$ cat config.mk
export PLATFORM = sky130hd
export DESIGN_NAME = timer_ctrl
export DESIGN_NICKNAME = d
export VERILOG_FILES = /design/src/rtl/timer_ctrl_pkg.sv /design/src/rtl/timer_ctrl_count.sv /design/src/rtl/timer_ctrl.sv
export SDC_FILE = /design/constraint.sdc
export NUM_CORES = 1
export LEC_CHECK = 0
export CAP_MARGIN = 0
export CORE_MARGIN = 3
export CORE_UTILIZATION = 42
export DETAILED_ROUTE_END_ITERATION = 10
export GPL_TIMING_DRIVEN = 0
export PLACE_DENSITY = 0.76
export SYNTH_ARGS = -nofsm -noshare
export SYNTH_HDL_FRONTEND = slang
export SYNTH_SLANG_ARGS = --single-unit
$ cat constraint.sdc
create_clock -name clk -period 2.06 [get_ports clk]
set_clock_uncertainty 0.2 [all_clocks]
set_input_delay 0.412 -clock clk [delete_from_list [all_inputs] [get_ports clk]]
set_output_delay 0.412 -clock clk [all_outputs]
set_load 0.01 [all_outputs]
$ cat src/rtl/timer_ctrl_pkg.sv
// rtl/timer_ctrl_pkg.sv - shared state encodings and mode constants for timer_ctrl
package timer_ctrl_pkg;

    typedef enum logic [1:0] {
        IDLE = 2'b00,
        RUN  = 2'b01,
        HOLD = 2'b10,
        DONE = 2'b11
    } timer_state_t;

    localparam logic MODE_ONESHOT  = 1'b0;
    localparam logic MODE_PERIODIC = 1'b1;

endpackage

$ cat src/rtl/timer_ctrl_count.sv
// rtl/timer_ctrl_count.sv - N-bit clearable, enabled up-counter with async reset
module timer_count #(
    parameter int N = 4
) (
    input  logic         clk,
    input  logic         reset,
    input  logic         clr,
    input  logic         en,
    output logic [N-1:0] q
);

    // clr wins over en so a wrap or abort never sees a stray increment
    always_ff @(posedge clk or posedge reset) begin
        if (reset) begin
            q <= '0;
        end else if (clr) begin
            q <= '0;
        end else if (en) begin
            q <= q + 1'b1;
        end
    end

endmodule

$ cat src/rtl/timer_ctrl.sv
// rtl/timer_ctrl.sv - one-shot/periodic timer FSM with pause, stop and terminal-count decode
module timer_ctrl
    import timer_ctrl_pkg::*;
#(
    parameter int N = 4
) (
    input  logic         clk,
    input  logic         reset,
    input  logic         start,
    input  logic         stop,
    input  logic         pause,
    input  logic         mode,
    input  logic [N-1:0] limit,
    output logic [N-1:0] q,
    output logic         tick,
    output logic         done,
    output logic         busy
);

    timer_state_t state;
    timer_state_t next_state;
    logic [N-1:0] limit_r;
    logic         mode_r;
    logic         cnt_clr;
    logic         cnt_en;
    logic         load;
    logic         at_limit;

    assign at_limit = (q == limit_r);

    timer_count #(.N(N)) u_count (
        .clk   (clk),
        .reset (reset),
        .clr   (cnt_clr),
        .en    (cnt_en),
        .q     (q)
    );

    // State register
    always_ff @(posedge clk or posedge reset) begin
        if (reset) begin
            state <= IDLE;
        end else begin
            state <= next_state;
        end
    end

    // Run parameters are captured only when a run starts, so mid-run changes are ignored
    always_ff @(posedge clk or posedge reset) begin
        if (reset) begin
            limit_r <= '0;
            mode_r  <= MODE_ONESHOT;
        end else if (load) begin
            limit_r <= limit;
            mode_r  <= mode;
        end
    end

    // Next-state and counter control; stop outranks pause, which outranks counting
    always_comb begin
        next_state = state;
        cnt_clr    = 1'b0;
        cnt_en     = 1'b0;
        load       = 1'b0;
        case (state)
            IDLE: begin
                if (start && !stop) begin
                    next_state = RUN;
                    cnt_clr    = 1'b1;
                    load       = 1'b1;
                end
            end
            RUN: begin
                if (stop) begin
                    next_state = IDLE;
                    cnt_clr    = 1'b1;
                end else if (pause) begin
                    next_state = HOLD;
                end else if (at_limit) begin
                    if (mode_r == MODE_PERIODIC) begin
                        cnt_clr = 1'b1;
                    end else begin
                        next_state = DONE;
                    end
                end else begin
                    cnt_en = 1'b1;
                end
            end
            HOLD: begin
                if (stop) begin
                    next_state = IDLE;
                    cnt_clr    = 1'b1;
                end else if (!pause) begin
                    next_state = RUN;
                end
            end
            DONE: begin
                next_state = IDLE;
                cnt_clr    = 1'b1;
            end
            default: begin
                next_state = IDLE;
                cnt_clr    = 1'b1;
            end
        endcase
    end

    // Output decode from registered state; stop masks both tick and done in its cycle
    always_comb begin
        tick = (state == RUN) && !pause && !stop && at_limit;
        done = (state == DONE) && !stop;
        busy = (state == RUN) || (state == HOLD);
    end

endmodule

==> impl_metrics.env <==
export IMPL_status="finished, violations left"
export IMPL_violations="setup timing"
export IMPL_gp_congestion=0.808
export IMPL_reg2reg_from="state[1]"
export IMPL_yosysTopAreaCell="dfrtp_1"
export IMPL_ff2ff_path_depth=6
export IMPL_multiInputGateArea_um2=425
export IMPL_ctsLongestPathBuffers=2
export IMPL_cp_num_cells=5
export IMPL_dieArea_um2=2130
export IMPL_peakVddDrop_mv=0.690
export IMPL_period_share=1.01
export IMPL_critPathSlowestCell="dfrtp_1"
export IMPL_synthesis_area_um2=678
export IMPL_viasPerCell=5.49
export IMPL_io_pins=17
export IMPL_end_kind="primary output"
export IMPL_fin_nets=110
export IMPL_drive_gt1_frac=0.333
export IMPL_dpl_cell_count=94
export IMPL_die_y_um=46.2
export IMPL_slowest_delay_ps=390
export IMPL_hp_class="in -> async"
export IMPL_design_core_area_um2=1400
export IMPL_min_period_ps=2090
export IMPL_crit_path_max_fanout=3
export IMPL_cp_data_arrival_time_ps=1470
export IMPL_drt_first_iter_violations=12
export IMPL_avgSynthCellArea_um2=10.8
export IMPL_critical_path_class="reg -> out"
export IMPL_synth_edf_count=0
export IMPL_finalWorstSetupSlack_ps=-25.3
export IMPL_worst_pin_slew_ps=577
export IMPL_grt_start_max_net_pins=12
export IMPL_n_antenna_cell=0
export IMPL_synth_nets=79
export IMPL_fp_dieW_um=46.2
export IMPL_clock_latency_ps=260
export IMPL_ff_latch_area_um2=275
export IMPL_crit_chain="inv_2, ha_4, or3b_4, nor2_2, buf_2"
export IMPL_max_slew_margin_rel=0.612
export IMPL_vias=593
export IMPL_rows=13
export IMPL_cts_tree="done"
export IMPL_htreeDepth=1
export IMPL_cts_sinks=11
export IMPL_cts_made_buffers=3
export IMPL_fmax_mhz=480
export IMPL_power_w=0.00122
export IMPL_syn_to_final_growth_pct=45.9
export IMPL_final_max_slew_violation_count=0
export IMPL_postPlaceCellArea_um2=870
export IMPL_nFillCells=106
export IMPL_firstDrtPassIters=5
export IMPL_initial_core_util=0.485
export IMPL_io_buffers=16
export IMPL_mostFrequentLayoutCells="11 x clkdlybuf4s50_1, 11 x dfrtp_1, 11 x buf_4, 6 x a21oi_1, 5 x mux2_2"
export IMPL_synth_ff_type="dfrtp_1"
export IMPL_hpwlAfterDp_um=1120
export IMPL_postRouteAntennaNets=0
export IMPL_ys_types=25
export IMPL_finish_utilization=0.708
export IMPL_yosys_warnings=0
export IMPL_drv_max_cap_violation_count=0
export IMPL_wirelength_um=1600
export IMPL_timing_final_hold_violations=0
export IMPL_grt_overflow_total=0
export IMPL_track_usage=0.166
export IMPL_required_ps=1450
export IMPL_final_cells=108
export IMPL_fin_area_um2=990
export IMPL_finalSetupViolations=1
export IMPL_cpLargestDelayFamily="simple AND/OR/NAND/NOR gates"
export IMPL_power_leakage_nw=0.440
export IMPL_wl_per_cell_um=14.8
export IMPL_clk_pin_slew_ps=70
export IMPL_antenna_found_initial=0
export IMPL_pwr_density_cell_nw_per_um2=1230
export IMPL_yosys_top_cells_area="dfrtp_1 41%, ha_1 11%, mux2_2 8.3%, xnor2_1 5.2%, a21oi_1 4.4%"
export IMPL_synth_seq_cells=11
export IMPL_synth_cells=63
export IMPL_hold_ws_ps=232
export IMPL_synth_top_area_frac=0.406
export IMPL_rsz0062_at_grt="true"
export IMPL_grt_pass1_vias=567
export IMPL_drc=0
export IMPL_grt_pass1_wl_um=2510
export IMPL_cts_root_buf="clkbuf_4"
export IMPL_path_buf_inv=2
export IMPL_ys_seq_area_frac=0.406
export IMPL_synthArstFlopShare=1.00
export IMPL_startpoint="state[1]"
export IMPL_worstSetupStartpointType="register"
cell families after synthesis:
| family | after synthesis | synth area share |
|---|---|---|
| and+or+nand+nor | 15 | 0.142 |
| xor gates and xnor gates | 5 | 0.0646 |
| DFF | 11 | 0.406 |
| adders and majority gates | 6 | 0.111 |
| muxes | 6 | 0.0978 |
| buffers and inverters | 5 | 0.0387 |
| AOI/OAI and AO/OA | 15 | 0.140 |
routing by layer:
| metal | GRT usage | part of all wire |
|---|---|---|
| met1 | 0.207 | 0.41 |
| met4 | 0.0341 | 0.012 |
| met5 | 0 | 0 |
| met2 | 0.283 | 0.53 |
| met3 | 0.0469 | 0.049 |
state kept, by name (all words and copies together) (netlist names):
signal	cells
state	2
u_count.q	4
limit_r	4
mode_r	1
report_power, final:
| group | switching [W] | total (W) | internal [W] | leakage (nW) |
|---|---|---|---|---|
| Clock | 0.0000664 | 0.000141 | 0.0000748 | 0.0150 |
| Combinational | 0.000330 | 0.000704 | 0.000373 | 0.286 |
| Sequential | 0.0000726 | 0.000373 | 0.000300 | 0.139 |
path summary, 6_finish.rpt:
path                           endpoint  slack [ps]
max in group asynchronous      state[0]        1140
max                                tick         -30
max reg2reg                u_count.q[3]          40
min reg2reg                  limit_r[1]         340
min                          limit_r[1]         230
min in group clk             limit_r[1]         340
what timing repair did:
action	4_1_cts	5_1_grt
setup endpoints to repair	5	5
pin swaps	3	3
buffers inserted	8	3
hold buffers	0	0
resized for setup	14	6
per-stage QoR:
stage               setup slack (ps)  TNS, ps
detailed placement              -583    -2570
global placement                -596    -2440
finish                         -25.3    -25.3
floorplan                       19.5        0
global route                   -90.0     -155
CTS                            -45.0    -45.0
Yosys cell counts, types with 2 or more instances:
| cell type | n |
|---|---|
| and2b_1 | 2 |
| mux2_2 | 5 |
| nor2_1 | 2 |
| or3_1 | 2 |
| o21ai_0 | 3 |
| xnor2_1 | 4 |
| a22oi_1 | 2 |
| dfrtp_1 | 11 |
| a21oi_1 | 6 |
| nand2b_1 | 3 |
| inv_1 | 4 |
| ha_1 | 6 |
layout make-up:
cell class / count / share of cell area
Multi-Input combinational cell: 47 / 0.430
Sequential cell: 11 / 0.278
Timing Repair Buffer: 27 / 0.231
Clock buffer: 4 / 0.0265
Tap cell: 15 / 0.0190
Inverter: 4 / 0.0152
(Power assumes the default switching activity.)
